`config.mk`:
```
export PLATFORM = sky130hd
export DESIGN_NAME = myrisc16_loader
export DESIGN_NICKNAME = d
export VERILOG_FILES = /design/src/rtl/myrisc16_loader.sv
export SDC_FILE = /design/constraint.sdc
export NUM_CORES = 1
export LEC_CHECK = 0
export ABC_AREA = 0
export CAP_MARGIN = 20
export CORE_UTILIZATION = 29
export DETAILED_ROUTE_END_ITERATION = 8
export GPL_ROUTABILITY_DRIVEN = 0
export GPL_TIMING_DRIVEN = 0
export HOLD_SLACK_MARGIN = 0.12
export SETUP_SLACK_MARGIN = 0.4
export SYNTH_ARGS = -nofsm -noshare
export SYNTH_HDL_FRONTEND = slang
export SYNTH_SLANG_ARGS = --single-unit
```
`constraint.sdc`:
```
create_clock -name clk -period 2.1 [get_ports clk]
set_input_delay 0.21 -clock clk [delete_from_list [all_inputs] [get_ports clk]]
set_output_delay 0.21 -clock clk [all_outputs]
set_load 0.05 [all_outputs]
```
`src/rtl/myrisc16_loader.sv`:
```
// myrisc16_loader: framed byte-stream program loader for the myrisc16 core.
// Frame: SYNC, ADDR_H, ADDR_L, CNT_H, CNT_L, CNT x (DATA_H, DATA_L), CKSUM.
// Writes 16-bit words to memory, holds the core in reset while loading and
// releases it on a GO frame (count 0, good checksum, no sticky error).
// Optional build macro: MYRISC16_LOADER_TIMEOUT_EN enables the inter-byte timeout.
module myrisc16_loader #(
    parameter int unsigned ADDR_W    = 16,
    parameter logic [7:0]  SYNC_BYTE = 8'hA5,
    parameter int unsigned TIMEOUT   = 1024
) (
    input  logic              clk,
    input  logic              rstn,
    input  logic              rx_valid,
    input  logic [7:0]        rx_data,
    output logic              rx_ready,
    output logic              mem_we,
    output logic [ADDR_W-1:0] mem_addr,
    output logic [15:0]       mem_wdata,
    output logic              cpu_rstn,
    output logic              busy,
    output logic              err
);

    typedef enum logic [3:0] {
        S_IDLE,
        S_AH,
        S_AL,
        S_CH,
        S_CL,
        S_DH,
        S_DL,
        S_WR,
        S_CK
    } state_t;

    state_t              r_state;
    logic                r_rx_ready;
    logic                r_mem_we;
    logic [ADDR_W-1:0]   r_mem_addr;
    logic [15:0]         r_mem_wdata;
    logic                r_cpu_rstn;
    logic                r_busy;
    logic                r_err;

    logic [7:0]          r_addr_h;
    logic [ADDR_W-1:0]   r_addr;
    logic [7:0]          r_cnt_h;
    logic [15:0]         r_count;
    logic [15:0]         r_remain;
    logic [7:0]          r_data_h;
    logic [7:0]          r_sum;

    logic                w_accept;
    logic [7:0]          w_sum_next;
    logic [15:0]         w_count_in;
    logic                w_timeout;

    assign w_accept   = rx_valid && r_rx_ready;
    assign w_sum_next = r_sum + rx_data;
    assign w_count_in = {r_cnt_h, rx_data};

`ifdef MYRISC16_LOADER_TIMEOUT_EN
    localparam int unsigned TO_W = $clog2(TIMEOUT + 1);

    logic [TO_W-1:0] r_to_cnt;
    logic            w_to_run;

    assign w_to_run  = (r_state != S_IDLE) && (r_state != S_WR);
    assign w_timeout = w_to_run && !w_accept && (r_to_cnt == TO_W'(TIMEOUT - 1));

    // Idle-cycle counter: cleared by every accepted byte and outside the parsing states
    always_ff @(posedge clk) begin
        if (!rstn) begin
            r_to_cnt <= '0;
        end else if (w_accept || !w_to_run || w_timeout) begin
            r_to_cnt <= '0;
        end else begin
            r_to_cnt <= r_to_cnt + TO_W'(1);
        end
    end
`else
    logic w_unused_timeout;

    assign w_unused_timeout = (TIMEOUT != 0);
    assign w_timeout        = 1'b0;
`endif

    // Frame parser, memory write strobe and core-reset control
    always_ff @(posedge clk) begin
        if (!rstn) begin
            r_state     <= S_IDLE;
            r_rx_ready  <= 1'b0;
            r_mem_we    <= 1'b0;
            r_mem_addr  <= '0;
            r_mem_wdata <= '0;
            r_cpu_rstn  <= 1'b0;
            r_busy      <= 1'b0;
            r_err       <= 1'b0;
            r_addr_h    <= '0;
            r_addr      <= '0;
            r_cnt_h     <= '0;
            r_count     <= '0;
            r_remain    <= '0;
            r_data_h    <= '0;
            r_sum       <= '0;
        end else begin
            r_mem_we   <= 1'b0;
            r_rx_ready <= 1'b1;

            // Every byte after SYNC feeds the checksum
            if (w_accept && (r_state != S_IDLE)) begin
                r_sum <= w_sum_next;
            end

            case (r_state)
                S_IDLE: begin
                    r_busy <= 1'b0;
                    if (w_accept && (rx_data == SYNC_BYTE)) begin
                        r_state    <= S_AH;
                        r_busy     <= 1'b1;
                        r_cpu_rstn <= 1'b0;
                        r_sum      <= '0;
                        r_count    <= '0;
                    end
                end
                S_AH: begin
                    if (w_accept) begin
                        r_addr_h <= rx_data;
                        r_state  <= S_AL;
                    end
                end
                S_AL: begin
                    if (w_accept) begin
                        r_addr  <= ADDR_W'({r_addr_h, rx_data});
                        r_state <= S_CH;
                    end
                end
                S_CH: begin
                    if (w_accept) begin
                        r_cnt_h <= rx_data;
                        r_state <= S_CL;
                    end
                end
                S_CL: begin
                    if (w_accept) begin
                        r_count  <= w_count_in;
                        r_remain <= w_count_in;
                        r_state  <= (w_count_in == 16'd0) ? S_CK : S_DH;
                    end
                end
                S_DH: begin
                    if (w_accept) begin
                        r_data_h <= rx_data;
                        r_state  <= S_DL;
                    end
                end
                S_DL: begin
                    if (w_accept) begin
                        r_mem_we    <= 1'b1;
                        r_mem_addr  <= r_addr;
                        r_mem_wdata <= {r_data_h, rx_data};
                        r_rx_ready  <= 1'b0;
                        r_state     <= S_WR;
                    end
                end
                S_WR: begin
                    r_addr   <= r_addr + ADDR_W'(1);
                    r_remain <= r_remain - 16'd1;
                    r_state  <= (r_remain == 16'd1) ? S_CK : S_DH;
                end
                S_CK: begin
                    if (w_accept) begin
                        if (w_sum_next != 8'h00) begin
                            r_err <= 1'b1;
                        end else if ((r_count == 16'd0) && !r_err) begin
                            r_cpu_rstn <= 1'b1;
                        end
                        r_busy  <= 1'b0;
                        r_state <= S_IDLE;
                    end
                end
                default: begin
                    r_state <= S_IDLE;
                    r_busy  <= 1'b0;
                end
            endcase

            // Stalled link abandons the frame; the core stays held
            if (w_timeout) begin
                r_state <= S_IDLE;
                r_busy  <= 1'b0;
                r_err   <= 1'b1;
            end
        end
    end

    assign rx_ready  = r_rx_ready;
    assign mem_we    = r_mem_we;
    assign mem_addr  = r_mem_addr;
    assign mem_wdata = r_mem_wdata;
    assign cpu_rstn  = r_cpu_rstn;
    assign busy      = r_busy;
    assign err       = r_err;

endmodule

```
Word level (Yosys, flattened, before mapping). Cells that the tools add are included.

Memories: 0. Bits in registers: 121. Bits in writable memories: 0. ROM bits: 0. Word-level logic and storage cells: 97. Latch bits: 0.

Reductions and logical operators: 27. Muxes and demuxes: 31. Shifts and indexed selects: 0. Eq/ne operators: 20. Multipliers: 0. Bitwise operators: 1. Order comparisons: 0. Div/mod/pow operators: 0. $add $sub $neg: 3.

Operators with widths (number): $pmux W16 S2 (3); $mux W16 (3); $mux W4 (10); $pmux W4 S9 (1); $logic_not A16 Y1 (2); $mux W8 (3); $ne A2 B2 Y1 const B (10); $add A16 B1 Y16 const B (1); $eq A16 B1 Y1 const B (1); $eq A4 B3 Y1 const B (4); $reduce_and A2 Y1 (8); $sub A16 B1 Y16 const B (1); $mux W1 (9); $add A8 B8 Y8 (1); $eq A4 B2 Y1 const B (2); $eq A8 B8 Y1 const B (1); $reduce_and A8 Y1 (1); $reduce_bool A2 Y1 (4); $reduce_bool A8 Y1 (1); $reduce_or A7 Y1 (1); $reduce_and A3 Y1 (2); $reduce_and A5 Y1 (1); $eq A4 B1 Y1 const B (1); $eq A4 B4 Y1 const B (1); other kinds (7) (10).

Depth between registers and ports, before layout. Gate-level depths: netlist of the first run.

Word-level depth: 6. Depth in mapped cells: 9. Mapped depth without buffers: 8.

Worst setup path before layout of the first run. No wires, ideal clock.

Path kind: reg-to-reg. Start point: reg r_rx_ready, in the netlist rx_ready. End point: reg r_count[13]. Period minus slack after synthesis: 2318 ps. Data arrival time: 2191 ps. Stages on the path, launching flop included: 8. Setup time: 128 ps. Setup slack: -218 ps. Buffers on the path: 2. Cells stage by stage: dfxtp_1 -> nand2_1 -> or4_1 -> and2_1 -> clkbuf_1 -> clkbuf_1 -> a22oi_1 -> nor2_1.

Word-level cells in the longest chain between the ends: 4. Elaborated cells on any way between the ends: 5.

Ends and longest elaborated chain: from (decl) (line 37) `logic r_rx_ready;`; from (signal assigned) (line 92) `r_rx_ready <= 1'b0;`; from (signal assigned) (line 108) `r_rx_ready <= 1'b1;`; from (signal assigned) (line 162) `r_rx_ready <= 1'b0;`; $logic_and A1 B1 Y1 * (line 58) `assign w_accept = rx_valid && r_rx_ready;`; $logic_and A1 B1 Y1 (line 118) `if (w_accept && (rx_data == SYNC_BYTE)) begin`; $ne A2 B2 Y1 (no line); $reduce_and A3 Y1 (no line) *; to (signal assigned) (line 146) `r_count <= w_count_in;`; to (decl) (line 48) `logic [15:0] r_count;`.

Mark *: on every way between the ends. The rest lies on a longest branch, timed or not. A chain may end at the register's enable or synchronous reset.

Worst setup path after layout of the first run.
Start point: reg r_sum[0]. End point: reg r_cpu_rstn, in the netlist cpu_rstn.

Word-level cells in the longest chain between the ends: 4.

Ends and longest elaborated chain: from (decl) (line 51) `logic [7:0] r_sum;`; from (signal assigned) (line 112) `r_sum <= w_sum_next;`; $add A8 B8 Y8 (line 59) `assign w_sum_next = r_sum + rx_data;`; $reduce_bool A8 Y1 (line 173) `if (w_sum_next != 8'h00) begin`; $ne A2 B2 Y1 (no line); $reduce_and A5 Y1 (no line); to (signal assigned) (line 96) `r_cpu_rstn <= 1'b0;`; to (signal assigned) (line 121) `r_cpu_rstn <= 1'b0;`; to (signal assigned) (line 176) `r_cpu_rstn <= 1'b1;`; to (decl) (line 41) `logic r_cpu_rstn;`.

No other way between the ends.

==> results of run 1 <==
[logic make-up after synthesis]
logic type,count (synthesis),synth area share
and+or+nand+nor,288,0.248
AOI/OAI and AO/OA,151,0.163
DFF,121,0.448
buffers and inverters,51,0.0368
muxes,33,0.0614
adders and majority gates,11,0.0269
xor gates and xnor gates,8,0.0155
[layout by cell type, fill, tap and decap left out, types with 9 or more instances in the layout]
cell type	netlist	final
dfxtp_1	121	102
nand2_1	129	77
nor2_1	69	61
a21oi_2	0	52
nand2_4	0	42
buf_4	0	38
dlygate4sd2_1	0	37
a21oi_1	89	36
mux2i_1	32	32
clkbuf_16	0	25
buf_6	0	15
dfxtp_2	0	15
clkbuf_1	31	14
nand3_1	21	14
nand2_2	0	9
nor4_1	13	9
a31oi_1	9	9
[cell type report]
class                   count  share of cell area
inverters                   9             0.00399
well taps                 229              0.0338
plain buffers              42              0.0498
clock inverters             8              0.0142
multi-input cells         491               0.440
flip-flops and latches    121               0.290
repair buffers             99               0.113
clock buffers              23              0.0552
[power by group]
| part | internal (mW) | leakage [nW] | switching, mW |
|---|---|---|---|
| combinational | 0.0575 | 1.81 | 0.144 |
| sequential | 2.29 | 0.985 | 0.00205 |
| clock | 1.91 | 0.283 | 1.06 |
[flip-flops by register name (all words and copies together) (netlist names), 4 cells and up]
name / flops
r_remain: 16
r_count: 16
mem_addr: 16
r_cnt_h: 8
r_data_h: 8
r_sum: 8
r_addr: 16
mem_wdata: 16
r_addr_h: 8
r_state: 4
[cell usage after synthesis (2+ instances only)]
cell type / n
a211oi_1: 4
a21oi_1: 89
a221oi_1: 2
a22oi_1: 3
a2bb2oi_1: 3
a311oi_1: 2
a31oi_1: 9
and2_1: 3
and3_1: 2
buf_1: 5
buf_2: 4
clkbuf_1: 31
clkbuf_2: 2
dfxtp_1: 121
ha_1: 10
inv_1: 8
mux2i_1: 32
nand2_1: 129
nand2b_1: 2
nand3_1: 21
nand4_1: 5
nand4b_1: 3
nor2_1: 69
nor3_1: 13
nor3b_1: 3
nor4_1: 13
nor4_4: 3
o211ai_1: 8
o21ai_0: 18
o221ai_1: 2
o31ai_1: 2
or2_2: 4
or3_1: 6
or4_1: 6
xnor2_1: 2
xor2_1: 5
[per-layer routing]
metal	GRT usage	share of wire
met5	0	0
met4	0.0745	0.023
met3	0.0464	0.059
met2	0.273	0.47
met1	0.241	0.45
[worst min path at each step]
| stage | end | slack, ns |
|---|---|---|
| after CTS | r_addr[4] | 0.22 |
| after global placement | cpu_rstn | 0.44 |
| after floorplan | mem_wdata[1] | 0.35 |
| after detailed placement | mem_wdata[14] | 0.44 |
| final | r_addr[4] | 0.26 |
| after global routing | r_addr[4] | 0.25 |
[tightest hold or removal path: cells and delay by family]
family | cells | cell delay [ns]
AOI/OAI and AO/OA | 2 | 0.19
buffers and inverters | 1 | 0.23
[per-stage QoR]
step | setup WS, ns | std cells | TNS (ns) | total power, mW
after detailed placement | -0.726 | 937 | -23.53 | 2.52
after global placement | -0.741 | 937 | -23.88 | 2.52
after global routing | 0.0113 | 1022 | 0 | 5.63
final | 0.127 | 1022 | 0 | 5.47
after CTS | 0.111 | 998 | 0 | 5.47
after floorplan | 0.227 | 663 | 0 | 2.43
[what timing repair did]
action                                  in CTS  in global routing
endpoints found under the setup margin     157                114
resized for setup                          154                230
pin swaps                                   29                118
buffers inserted                            25                 24
gates cloned                                 5                  0
==> results.sh, run 1 <==
export IMPL_fillers=1663
export IMPL_ant_nets=0
export IMPL_rsz0062_at_grt="true"
export IMPL_track_usage=0.180
export IMPL_clk_latency_ns=0.42
export IMPL_drv_slew=0
export IMPL_max_freq_ghz=0.507
export IMPL_min_from="rstn"
export IMPL_synthCells=663
export IMPL_dieArea_sq_um=19200
export IMPL_path_class="reg -> reg"
export IMPL_multi_input_area_sq_um=3730
export IMPL_cts_sinks=121
export IMPL_seqCellArea_sq_um=2460
export IMPL_yosysSeqAreaShare=0.448
export IMPL_cts_htree_levels=4
export IMPL_fin_area_sq_um=8470
export IMPL_cts_tree="done"
export IMPL_clock_skew_final_ns=0.00743
export IMPL_critical_path_buf_inv_count=0
export IMPL_detail_route_wl_per_cell_um=17.6
export IMPL_die_w_um=138
export IMPL_dieHeight_um=138
export IMPL_path_cells="ha_4 > fa_2 > xor2_1 > or4_4 > nor4_2 > nand4b_1 > a21oi_1"
export IMPL_r2r_slack_ns=0.13
export IMPL_synth_seq_cells=121
export IMPL_overflow=0
export IMPL_hold_path_cell_count=3
export IMPL_cp_top_family="simple AND/OR/NAND/NOR gates"
export IMPL_maxCapViolations=0
export IMPL_violations="DRC"
export IMPL_synth_area_leaders="dfxtp_1 (45%), nand2_1 (9.0%), a21oi_1 (8.2%), mux2i_1 (5.9%), nor2_1 (4.8%)"
export IMPL_p_per_area_nw_per_um2=646
export IMPL_slowest_stage="or4_4"
export IMPL_antenna_found_initial=0
export IMPL_syn_area_sq_um=5400
export IMPL_p_leak_nw=3.08
export IMPL_dr_first_iter_drc_count=365
export IMPL_synthArstFlopShare=0
export IMPL_final_util=0.468
export IMPL_slowest_delay_ns=0.44
export IMPL_drive_gt1_frac=0.387
export IMPL_r2r_start="r_sum[0]"
export IMPL_reg2regPathDepth=7
export IMPL_cts_root_buf="clkbuf_16"
export IMPL_min_period_ns=1.97
export IMPL_yosysTopAreaCell="dfxtp_1"
export IMPL_outcome="complete, but fails checks"
export IMPL_startpoint="r_sum[0]"
export IMPL_placement_io_buffers=45
export IMPL_timing_rr_end="cpu_rstn"
export IMPL_hold_slack_ns=0.255
export IMPL_io_pins=48
export IMPL_syn2layout_area_growth_pct=56.8
export IMPL_grt_first_pass_wirelength_um=26800
export IMPL_worstPathRequired_ns=2.45
export IMPL_syn_nets=685
export IMPL_crit_end="cpu_rstn"
export IMPL_grt_pass1_vias=5036
export IMPL_synth_edf_count=0
export IMPL_worst_hold_path_type="in -> reg"
export IMPL_path_depth=7
export IMPL_synth_distinct_cells=55
export IMPL_vdd_drop_max_mv=0.597
export IMPL_route_detailed_drc=4
export IMPL_routed_wirelength_um=17900
export IMPL_max_slew_worst_pin_slew_ns=0.904
export IMPL_clock_path_buffers=2
export IMPL_fin_crit_sh=0.940
export IMPL_viasPerCell=5.29
export IMPL_yosysWarnings=0
export IMPL_yosys_most_used_dff="dfxtp_1"
export IMPL_antenna_cells=0
export IMPL_placed_cell_area_sq_um=6280
export IMPL_firstDrtPassIters=7
export IMPL_worst_path_max_fanout=2
export IMPL_setup_viol=0
export IMPL_post_dp_hpwl_um=10700
export IMPL_start_util=0.299
export IMPL_nets=803
export IMPL_ctsHoldBuffers=0
export IMPL_crit_path_end_kind="flop"
export IMPL_cts_buffers=17
export IMPL_synth_top_area_share=0.448
export IMPL_relSlewSlack=0.397
export IMPL_dr_total_vias=5406
export IMPL_arrival_ns=2.33
export IMPL_row_count=49
export IMPL_finalHoldViolCount=0
export IMPL_avgSynthCellArea_sq_um=8.15
export IMPL_path_clk_slew_ns=0.05
export IMPL_worstSetupStartpointType="flop"
export IMPL_grt_max_degree=17
export IMPL_core_sq_um=18100
Power figures use the tool's default switching activity.
==> run 2: changes to the inputs <==
- CTS_BUF_LIST: default -> sky130_fd_sc_hd__clkbuf_4 sky130_fd_sc_hd__clkbuf_8
- HOLD_SLACK_MARGIN: 0.12 -> 0.06
==> results.sh, run 2 (synthesized netlist as in run 1, its figures left out) <==
export IMPL_outcome="complete, but fails checks"
export IMPL_violations="DRC"
export IMPL_finalHoldViolCount=0
export IMPL_dieArea_sq_um=19200
export IMPL_reg2regPathDepth=8
export IMPL_p_per_area_nw_per_um2=567
export IMPL_stdcell_count=1025
export IMPL_viasPerCell=5.31
export IMPL_detail_route_wl_per_cell_um=17.3
export IMPL_clock_skew_final_ns=0.00937
export IMPL_crit_path_end_kind="flop"
export IMPL_io_pins=48
export IMPL_drv_slew=0
export IMPL_worstPathRequired_ns=2.44
export IMPL_placed_cell_area_sq_um=6280
export IMPL_route_detailed_drc=4
export IMPL_cts_htree_levels=4
export IMPL_start_util=0.299
export IMPL_firstDrtPassIters=7
export IMPL_syn2layout_area_growth_pct=53.7
export IMPL_grt_max_degree=17
export IMPL_dp_cells=937
export IMPL_vdd_drop_max_mv=0.434
export IMPL_tns_ns=0
export IMPL_antenna_cells=0
export IMPL_post_dp_hpwl_um=10700
export IMPL_arrival_ns=2.33
export IMPL_row_count=49
export IMPL_core_sq_um=18100
export IMPL_min_from="rstn"
export IMPL_p_leak_nw=3.00
export IMPL_max_freq_ghz=0.503
export IMPL_max_slew_worst_pin_slew_ns=0.945
export IMPL_worstSetupStartpointType="flop"
export IMPL_cts_tree="done"
export IMPL_ant_nets=0
export IMPL_path_class="reg -> reg"
export IMPL_antenna_found_initial=0
export IMPL_track_usage=0.183
export IMPL_fin_area_sq_um=8300
export IMPL_drive_gt1_frac=0.381
export IMPL_cts_sinks=121
export IMPL_most_common_layout_cells="dfxtp_1 (107), nand2_1 (76), nor2_1 (60), a21oi_2 (49), buf_4 (47)"
export IMPL_placement_io_buffers=45
export IMPL_clock_path_buffers=2
export IMPL_dr_first_iter_drc_count=375
export IMPL_layout_commonest_cell="dfxtp_1"
export IMPL_die_w_um=138
export IMPL_routed_wirelength_um=17800
export IMPL_setup_viol=0
export IMPL_p_total_mw=4.71
export IMPL_fin_ws_ns=0.110
export IMPL_rsz0062_at_grt="true"
export IMPL_clk_latency_ns=0.45
export IMPL_min_period_ns=1.99
export IMPL_relSlewSlack=0.370
export IMPL_hold_slack_ns=0.220
export IMPL_dpl_worst_slack_ns=-0.726
export IMPL_cts_buffers=17
export IMPL_grt_first_pass_wirelength_um=27300
export IMPL_fillers=1693
export IMPL_worst_hold_path_type="in -> reg"
export IMPL_timing_rr_end="r_state[0]"
export IMPL_nets=806
export IMPL_fin_crit_sh=0.947
export IMPL_worst_path_max_fanout=8
export IMPL_maxCapViolations=0
export IMPL_min_to="r_addr[4]"
export IMPL_dr_total_vias=5438
export IMPL_dieHeight_um=138
export IMPL_final_util=0.459
export IMPL_path_clk_slew_ns=0.07
export IMPL_r2r_start="r_remain[4]"
export IMPL_grt_pass1_vias=5083
export IMPL_hold_path_cell_count=3
export IMPL_overflow=0
export IMPL_r2r_slack_ns=0.11
export IMPL_cts_root_buf="clkbuf_8"
[run 2: changes by cell type in the layout (fill, tap and decap cells not counted), moves of 4 or more]
| cell | before | now |
|---|---|---|
| dfxtp_2 | 15 | 10 |
| clkbuf_1 | 14 | 10 |
| clkbuf_8 | 2 | 19 |
| buf_6 | 15 | 11 |
| dfxtp_1 | 102 | 107 |
| buf_4 | 38 | 47 |
| clkbuf_16 | 25 | 9 |
[run 2: worst max-delay path, cell delays in order, from the launching register on]
cell and delay, ns:
dfxtp_1 0.43, or4_4 0.46, buf_6 0.15, nor4_4 0.20, nand4_1 0.13, buf_4 0.18
nand2_1 0.06, a2bb2oi_1 0.06, a31o_2 0.22
[run 2: timing repair]
| action | 4_1_cts | 5_1_grt |
|---|---|---|
| setup endpoints to repair | 156 | 115 |
| pin swaps | 64 | 85 |
| gates cloned | 5 | 2 |
| resized for setup | 186 | 189 |
| setup buffers | 31 | 19 |
| hold buffers | 0 | 0 |
[run 2: final cells by class]
cell class / count / area, sq um / area share
multi-input cells: 491 / 3720 / 0.448
repair buffers: 102 / 971 / 0.117
well taps: 229 / 287 / 0.0345
clock inverters: 8 / 120 / 0.0145
flip-flops and latches: 121 / 2450 / 0.295
inverters: 9 / 33.8 / 0.00407
clock buffers: 23 / 292 / 0.0351
plain buffers: 42 / 430 / 0.0518
[run 2: worst max-delay path by stage]
| stage | start | end | cells after the start |
|---|---|---|---|
| 2_1_floorplan | r_sum[0] | cpu_rstn | 7 |
| 3_3_place_gp | rx_data[1] | cpu_rstn | 6 |
| 3_5_place_dp | rx_data[1] | cpu_rstn | 6 |
| 4_1_cts | r_remain[7] | r_state[0] | 7 |
| 5_1_grt | r_sum[0] | cpu_rstn | 7 |
| 6_report | r_remain[4] | r_state[0] | 8 |
[run 2: where the power goes]
| group | switching (mW) | total (mW) | internal, mW |
|---|---|---|---|
| Combinational | 0.146 | 0.200 | 0.0541 |
| Sequential | 0.00292 | 2.29 | 2.29 |
| Clock | 0.942 | 2.22 | 1.28 |
[run 2: layer usage]
metal	GRT usage	wire length, um	up-vias
met2	0.275	8130	187
met5	0	0	-
met4	0.0733	459	0
li1	-	-	2591
met3	0.0530	1270	38
met1	0.245	7910	2622
==> run 3: changes to the inputs <==
- CELL_PAD_IN_SITES_DETAIL_PLACEMENT: default -> 1
- CELL_PAD_IN_SITES_GLOBAL_PLACEMENT: default -> 2
- PLACE_DENSITY_LB_ADDON: default -> 0.1
- SLEW_MARGIN: default -> 20
==> results.sh, run 3 (synthesized netlist as in run 1, its figures left out) <==
export IMPL_outcome="completed"
export IMPL_path_clk_slew_ns=0.08
export IMPL_rsz0062_at_grt="true"
export IMPL_max_freq_ghz=0.501
export IMPL_setup_viol=0
export IMPL_clk_latency_ns=0.45
export IMPL_dr_first_iter_drc_count=239
export IMPL_drive_gt1_frac=0.358
export IMPL_max_slew_worst_pin_slew_ns=0.847
export IMPL_fillers=2038
export IMPL_switchingPower_mw=1.14
export IMPL_cts_buffers=17
export IMPL_min_from="rstn"
export IMPL_io_pins=48
export IMPL_finalHoldViolCount=0
export IMPL_dp_cells=937
export IMPL_ctsHoldBuffers=0
export IMPL_stdcell_count=1023
export IMPL_grt_pass1_vias=5525
export IMPL_cts_htree_levels=4
export IMPL_arrival_ns=2.37
export IMPL_core_sq_um=18100
export IMPL_worstSetupStartpointType="input port"
export IMPL_row_count=49
export IMPL_vdd_drop_max_mv=0.326
export IMPL_hold_path_cell_count=3
export IMPL_worst_path_max_fanout=3
export IMPL_ant_nets=0
export IMPL_clock_path_buffers=2
export IMPL_post_dp_hpwl_um=13400
export IMPL_drv_slew=0
export IMPL_detail_route_wl_per_cell_um=20.2
export IMPL_track_usage=0.210
export IMPL_antenna_found_initial=0
export IMPL_dpl_worst_slack_ns=-0.863
export IMPL_antenna_cells=0
export IMPL_p_seq_frac=0.465
export IMPL_grt_max_degree=17
export IMPL_r2r_start="r_sum[0]"
export IMPL_syn2layout_area_growth_pct=51.8
export IMPL_fin_crit_sh=0.951
export IMPL_min_to="r_addr[4]"
export IMPL_crit_path_end_kind="flop"
export IMPL_r2r_slack_ns=0.12
export IMPL_sw_frac_of_total=0.230
export IMPL_worstPathRequired_ns=2.48
export IMPL_dr_total_vias=5408
export IMPL_min_period_ns=2.00
export IMPL_timing_rr_end="cpu_rstn"
export IMPL_overflow=0
export IMPL_dieArea_sq_um=19200
export IMPL_relSlewSlack=0.435
export IMPL_clock_skew_final_ns=0.0141
export IMPL_p_int_mw=3.80
export IMPL_nets=803
export IMPL_layout_commonest_cell="dfxtp_1"
export IMPL_most_common_layout_cells="dfxtp_1 (107), nand2_1 (95), nor2_1 (60), a21oi_1 (51), a21oi_2 (38)"
export IMPL_grt_first_pass_wirelength_um=30800
export IMPL_combPwrFrac=0.047
export IMPL_cts_root_buf="clkbuf_8"
export IMPL_worst_hold_path_type="in -> reg"
export IMPL_maxCapViolations=0
export IMPL_routed_wirelength_um=20700
export IMPL_route_detailed_drc=0
export IMPL_viasPerCell=5.29
export IMPL_die_w_um=138
export IMPL_p_per_area_nw_per_um2=601
export IMPL_firstDrtPassIters=6
export IMPL_dieHeight_um=138
export IMPL_cts_sinks=121
export IMPL_start_util=0.299
export IMPL_path_class="in -> reg"
export IMPL_cts_tree="done"
export IMPL_reg2regPathDepth=7
export IMPL_power_frac_clock=0.489
export IMPL_fin_ws_ns=0.103
export IMPL_p_leak_nw=3.11
export IMPL_placement_io_buffers=45
run 3: changes by cell type in the layout (fill, tap and decap cells not counted), moves of 6 or more:
cell     delta
nand2_4    -24
buf_6      +17
a21oi_2    -11
nand2_2     +6
a21oi_1    +12
nand2_1    +19
buf_4      -18
run 3: critical path, cell delays in order:
cell and delay, ns:
clkdlybuf4s50_1 0.57, ha_4 0.18, fa_2 0.44, or4_4 0.53, nor4_2 0.14, nand4b_1 0.14
a21oi_1 0.15
run 3: metrics by stage:
step / cell area (sq um) / TNS, ns / total power, mW / hold WS (ns) / utilization
CTS: 7270 / 0 / 4.96 / 0.237 / 0.402
global route: 8200 / 0 / 5.10 / 0.263 / 0.453
global placement: 6280 / -34.82 / 2.53 / 0.437 / 0.347
finish: 8200 / 0 / 4.93 / 0.269 / 0.453
floorplan: 5540 / 0 / 2.43 / 0.346 / -
detailed placement: 6280 / -40.00 / 2.53 / 0.440 / 0.347
run 3: how the worst max path moves through the flow:
| stage | from | endpoint | slack, ns | cells after the start |
|---|---|---|---|---|
| after floorplan | r_sum[0] | cpu_rstn | 0.23 | 7 |
| after CTS | r_remain[5] | r_state[3] | 0.05 | 8 |
| final | rx_data[0] | cpu_rstn | 0.10 | 7 |
| after detailed placement | rx_data[6] | r_sum[7] | -0.86 | 8 |
| after global routing | r_remain[4] | r_remain[15] | 0.01 | 7 |
| after global placement | rx_data[4] | cpu_rstn | -0.77 | 8 |
run 3: cell type report:
class / count / area [sq um] / area share
Clock buffer: 25 / 307 / 0.0374
Buffer: 42 / 412 / 0.0502
Multi-Input combinational cell: 491 / 3580 / 0.437
Timing Repair Buffer: 99 / 992 / 0.121
Tap cell: 229 / 287 / 0.0349
Sequential cell: 121 / 2450 / 0.298
Clock inverter: 7 / 139 / 0.0169
Inverter: 9 / 33.8 / 0.00412
run 3: timing repair:
action                                  4_1_cts  5_1_grt
endpoints found under the setup margin      157      109
pin swaps                                    23       77
buffers inserted                             25       23
cloned                                        2        4
gates resized for setup                     139      205
run 3: power by group through the flow:
stage	Sequential (mW)	Clock (mW)	Combinational, mW
3_5_place_dp	2.35	0	0.185
2_1_floorplan	2.35	0	0.0829
3_3_place_gp	2.35	0	0.183
4_1_cts	2.29	2.47	0.196
5_1_grt	2.29	2.56	0.242
6_report	2.29	2.41	0.230
run 3: layer usage:
metal / vias up / wire (um) / global-route usage
met4: 0 / 335 / 0.0757
met5: - / 0 / 0
li1: 2584 / - / -
met2: 108 / 10100 / 0.351
met1: 2688 / 9460 / 0.268
met3: 28 / 800 / 0.0430
==> RTL edit 1, RTL diff (config.mk and constraints of run 3) <==
Set the parameter `ADDR_W` to 15 (it was 16).
--- a/src/rtl/myrisc16_loader.sv
+++ b/src/rtl/myrisc16_loader.sv
@@ -5,5 +5,5 @@
 // Optional build macro: MYRISC16_LOADER_TIMEOUT_EN enables the inter-byte timeout.
 module myrisc16_loader #(
-    parameter int unsigned ADDR_W    = 16,
+    parameter int unsigned ADDR_W    = 15,
     parameter logic [7:0]  SYNC_BYTE = 8'hA5,
     parameter int unsigned TIMEOUT   = 1024
Interface: changed (resized mem_addr); port bits go from 48 to 47. The function was not compared with the original's and may differ.
==> RTL edit 1 against run 3 <==
Critical endpoint is now err$_SDFFE_PN0P_. Register-to-register slack worse by 0.34 ns. Routed wire length up 1.2%. First-iteration DRC count down 9.2%. Die area down 0.16%. Design area up 0.82%. Largest power group is now registers. The run now ends with negative setup slack left. Synthesized area down 0.16%. Sequential cell count down 3. Final cell count up 0.78%. Count of clock-buffer cells in the layout down 7. Power down 6.2%. Global-route usage up 0.36 points. Worst setup slack worse by 0.33 ns. Critical path type is now reg2reg.
==> RTL edit 1: results (changes against run 3) <==
{
  "run_status": {"value": "complete, but fails checks", "change": "was finished clean"},
  "violations": {"value": "negative setup slack"},
  "pwr-share-clk": {"value": 46.3, "unit": "%", "change": "was 48.9%"},
  "p_sw": {"value": 1240, "unit": "uW", "change": "was 1140 uW"},
  "worst_clock_skew": {"value": 0.0135, "unit": "ns", "change": "was 0.0141 ns"},
  "worst_path_max_delay_cell": {"value": "sky130_fd_sc_hd__or4_4", "change": "was sky130_fd_sc_hd__clkdlybuf4s50_1"},
  "detailedPlacementHpwl": {"value": 13.1, "unit": "mm", "change": "was 13.4 mm"},
  "total_power": {"value": 4630, "unit": "uW", "change": "was 4930 uW"},
  "nNetsFinal": {"value": 811, "change": "was 803"},
  "synth_sequential_area_ratio": {"value": 43.8, "unit": "%", "change": "was 44.8%"},
  "setup_viol": {"value": 3, "change": "was 0"},
  "seq_power_share": {"value": 48.3, "unit": "%", "change": "was 46.5%"},
  "cp_slowest_stage_delay": {"value": 0.55, "unit": "ns", "change": "was 0.57 ns"},
  "tightestPinTransition": {"value": 0.732, "unit": "ns", "change": "was 0.847 ns"},
  "synthAdderAreaFrac": {"value": 2.69, "unit": "%", "change": "about the same"},
  "final_layout_size_suffix_gt1_share": {"value": 35.2, "unit": "%", "change": "was 35.8%"},
  "synth_top_cells_by_area": {"value": "sky130_fd_sc_hd__dfxtp_1 44%, sky130_fd_sc_hd__nand2_1 7.4%, sky130_fd_sc_hd__a21oi_1 7.1%", "change": "was sky130_fd_sc_hd__dfxtp_1 45%, sky130_fd_sc_hd__nand2_1 9.0%, sky130_fd_sc_hd__a21oi_1 8.2%"},
  "hold_ws": {"value": 0.223, "unit": "ns", "change": "was 0.269 ns"},
  "globalRouteTotalUtil": {"value": 21.4, "unit": "%", "change": "was 21.0%"},
  "crit-reg2reg-capture": {"value": "err$_SDFFE_PN0P_", "change": "was cpu_rstn$_SDFFE_PN0P_"},
  "dr.first_iter.drc_count": {"value": 217, "change": "was 239"},
  "post_synthesis_net_count": {"value": 674, "change": "was 685"},
  "avgViaCountPerCell": {"value": 5.30, "change": "was 5.29"},
  "hold-path-endpoint": {"value": "mem_wdata[1]$_SDFFE_PN0P_", "change": "was r_addr[4]$_SDFFE_PN0P_"},
  "worst_hold_startpoint": {"value": "rx_data[1]", "change": "was rstn"},
  "power.static_leakage": {"value": 0.00317, "unit": "uW", "change": "was 0.00311 uW"},
  "first_global_vias": {"value": 5654, "change": "was 5,525"},
  "xor_xnor_fraction_of_synth_area": {"value": 1.14, "unit": "%", "change": "was 1.55%"},
  "worst_slack": {"value": -0.224, "unit": "ns", "change": "was 0.103 ns"},
  "synth_mux_area_share": {"value": 5.59, "unit": "%", "change": "was 6.14%"},
  "global_route_wire_length_before_repair": {"value": 31.5, "unit": "mm", "change": "was 30.8 mm"},
  "cp_data_arrival_time": {"value": 2.68, "unit": "ns", "change": "was 2.37 ns"}
}
==> RTL edit 1: cell types whose count changed after synthesis, sizes merged, moves of 4 or more <==
| cell | delta |
|---|---|
| nand2 | -23 |
| nand4 | +5 |
| nor3 | -6 |
| nor4 | -5 |
| nand3 | -8 |
| or4 | +4 |
| and3 | +4 |
| o21ai | +5 |
| a21oi | -12 |
| o21a | +5 |
| a22oi | +5 |
==> RTL edit 1: stage by stage <==
step | TNS, ns | cell area [um^2] | setup WS, ns | std cells
6_report | -0.588 | 8270 | -0.224 | 1031
5_1_grt | -0.819 | 8270 | -0.284 | 1031
4_1_cts | -0.412 | 7450 | -0.212 | 1000
3_5_place_dp | -40.10 | 6260 | -1.03 | 927
3_3_place_gp | -35.07 | 6260 | -0.998 | 927
2_1_floorplan | -0.104 | 5510 | -0.0659 | 652
==> RTL edit 1: metal layers <==
metal | up-vias | track usage (%) | share of wire (%) | wire (um)
li1 | 2619 | - | - | -
met3 | 22 | 4.61 | 3.8 | 795
met2 | 79 | 34.6 | 48 | 10100
met1 | 2744 | 27.9 | 46 | 9690
met5 | - | 0 | 0 | 0
met4 | 0 | 7.81 | 1.6 | 340
==> RTL edit 1: worst max-delay path by stage <==
stage                   startpoint                     to  slack (ns)
2_1_floorplan  r_sum[0]$_SDFF_PN0_       err$_SDFFE_PN0P_       -0.07
3_3_place_gp            rx_data[1]  cpu_rstn$_SDFFE_PN0P_        -1.0
3_5_place_dp            rx_data[1]  cpu_rstn$_SDFFE_PN0P_       -1.03
4_1_cts        r_sum[0]$_SDFF_PN0_       err$_SDFFE_PN0P_       -0.21
5_1_grt        r_sum[0]$_SDFF_PN0_       err$_SDFFE_PN0P_       -0.28
6_report       r_sum[0]$_SDFF_PN0_       err$_SDFFE_PN0P_       -0.22
==> RTL edit 1: final cells by class <==
class | instances | area (um^2)
fill | 2050 | 9820
timing repair buffer | 118 | 1150
multi-input combinational | 480 | 3560
clock buffer | 18 | 241
buffer | 43 | 448
clock inverter | 14 | 154
tap | 229 | 287
sequential | 118 | 2390
inverter | 11 | 41.3
==> RTL edit 1: cell families after synthesis <==
logic type,Yosys count
multiplexers,30
XOR/XNOR,7
adder cells (fa/ha/maj),11
buffers and inverters,54
AND/OR/NAND/NOR,265
AO/OA/AOI/OAI,167
flip-flops,118
==> RTL edit 1: worst max-delay path, delay by kind of cell (launching register included) <==
family | cells | cell delay [ns]
adders and majority gates | 2 | 0.55
and+or+nand+nor | 2 | 0.63
AOI/OAI and AO/OA | 2 | 0.53
xor gates and xnor gates | 1 | 0.16
DFF | 1 | 0.34
==> RTL edit 1: what timing repair did <==
action | CTS | global route
pin swaps | 59 | 66
buffers inserted | 39 | 29
endpoints found under the setup margin | 153 | 102
gates resized for setup | 187 | 152
gates cloned | 2 | 2
==> RTL edit 2, RTL diff (config.mk and constraints of run 3) <==
Without the edit above. The 9 states of `state_t` get a one-hot encoding in 9 bits.
--- a/src/rtl/myrisc16_loader.sv
+++ b/src/rtl/myrisc16_loader.sv
@@ -22,14 +22,14 @@
 );
 
-    typedef enum logic [3:0] {
-        S_IDLE,
-        S_AH,
-        S_AL,
-        S_CH,
-        S_CL,
-        S_DH,
-        S_DL,
-        S_WR,
-        S_CK
+    typedef enum logic [8:0] {
+        S_IDLE = 9'b000000001,
+        S_AH   = 9'b000000010,
+        S_AL   = 9'b000000100,
+        S_CH   = 9'b000001000,
+        S_CL   = 9'b000010000,
+        S_DH   = 9'b000100000,
+        S_DL   = 9'b001000000,
+        S_WR   = 9'b010000000,
+        S_CK   = 9'b100000000
     } state_t;
 
Formal check against the unedited RTL: no difference found for any inputs over 4 cycles, from zero or initial values and one cycle with rstn low; so few cycles prove little.
==> RTL edit 2 against run 3 <==
The run now ends with negative setup slack left. Synthesized area grew 9.5%. Worst setup slack lost 0.14 ns. Sequential share of layout area shrank 3.9 points. Routed wire length grew 22%. Design area grew 20%. Sequential cell count grew 5. Utilization grew 4.7 points. Highest routed layer unchanged.
Power is not compared: it rests on default switching activity, and its combinational part moved more than twofold at a synthesized area within 25%.
==> RTL edit 2: results (changes against run 3) <==
{
  "port-buffer-count": {"value": 47, "change": "was 45"},
  "area_share_nonclk_buffers": {"value": 20.3, "unit": "%", "change": "was 17.1%"},
  "violations": {"value": "negative setup slack"},
  "crit_start": {"value": "r_state[4]$_SDFFE_PN0P_", "change": "was rx_data[0]"},
  "nFillCells": {"value": 2136, "change": "was 2,038"},
  "detailedPlacementHpwl": {"value": 15.5, "unit": "mm", "change": "was 13.4 mm"},
  "synth_seq_cells": {"value": 126, "change": "was 121"},
  "hold_path_class": {"value": "reg2reg", "change": "was in2reg"},
  "dpl-instance-area": {"value": 6920, "unit": "um^2", "change": "was 6280 um^2"},
  "hold_ws": {"value": 0.462, "unit": "ns", "change": "was 0.269 ns"},
  "worst_clock_skew": {"value": 0.00877, "unit": "ns", "change": "was 0.0141 ns"},
  "worst_slack": {"value": -0.0335, "unit": "ns", "change": "was 0.103 ns"},
  "final_layout_size_suffix_gt1_share": {"value": 45.2, "unit": "%", "change": "was 35.8%"},
  "nNetsFinal": {"value": 928, "change": "was 803"},
  "min_path_cells": {"value": 2, "change": "was 3"},
  "seq_share": {"value": 25.9, "unit": "%", "change": "was 29.8%"},
  "setup_viol": {"value": 2, "change": "was 0"},
  "multi_input_logic_portion_of_the_cell_area": {"value": 45.8, "unit": "%", "change": "was 43.7%"},
  "synth_cell_type_count": {"value": 67, "change": "was 55"},
  "run_status": {"value": "complete, but fails checks", "change": "was finished clean"},
  "first_global_vias": {"value": 6375, "change": "was 5,525"},
  "crit_path_max_fanout": {"value": 6, "change": "was 3"},
  "routed_wl": {"value": 25.1, "unit": "mm", "change": "was 20.7 mm"},
  "postCtsSetupBuffers": {"value": 44, "change": "was 25"},
  "clock_insertion_delay_worst_skew": {"value": 0.47, "unit": "ns", "change": "was 0.45 ns"}
}
## RTL edit 2: through the flow
| stage | TNS, ns | worst slack [ns] | std cells | total power (uW) | util (%) |
|---|---|---|---|---|---|
| final | -0.0501 | -0.0335 | 1184 | 7100 | 50.1 |
| after global routing | -0.582 | -0.127 | 1184 | 7390 | 50.1 |
| after CTS | -0.108 | -0.0690 | 1147 | 6730 | 43.6 |
| after detailed placement | -55.04 | -1.01 | 1067 | 3740 | 35.1 |
| after global placement | -51.82 | -0.984 | 1067 | 3720 | 35.1 |
| after floorplan | 0 | 0.107 | 755 | 3400 | - |
## RTL edit 2: per-layer routing
layer,routed length [um],track usage [%],share of wire [%]
met1,11100,29.8,44
met2,12500,39.0,50
met3,966,4.18,3.8
met4,570,7.09,2.3
met5,0,0,0
## RTL edit 2: worst max-delay path, stage by stage (launching register included)
cell and delay [ns]:
sky130_fd_sc_hd__dfxtp_2 0.32, sky130_fd_sc_hd__buf_6 0.12, sky130_fd_sc_hd__nor4_4 0.33, sky130_fd_sc_hd__nand2_1 0.12, sky130_fd_sc_hd__or4b_4 0.55, sky130_fd_sc_hd__buf_4 0.16
sky130_fd_sc_hd__o21ai_1 0.16, sky130_fd_sc_hd__a31oi_1 0.13, sky130_fd_sc_hd__nor3_2 0.18
## RTL edit 2: power breakdown
| part | internal [uW] | switching (uW) | leakage (uW) | total (uW) |
|---|---|---|---|---|
| sequential | 2450 | 57.3 | 0.00103 | 2500 |
| clock | 1120 | 1230 | 0.000218 | 2350 |
| combinational | 1070 | 1180 | 0.00271 | 2250 |
## RTL edit 2: cell families after synthesis
family | synth area share [%]
simple gates | 26.3
compound gates | 19.8
flops | 42.6
buf+inv | 4.36
mux | 3.21
fa+ha+maj | 2.45
xor+xnor | 1.18
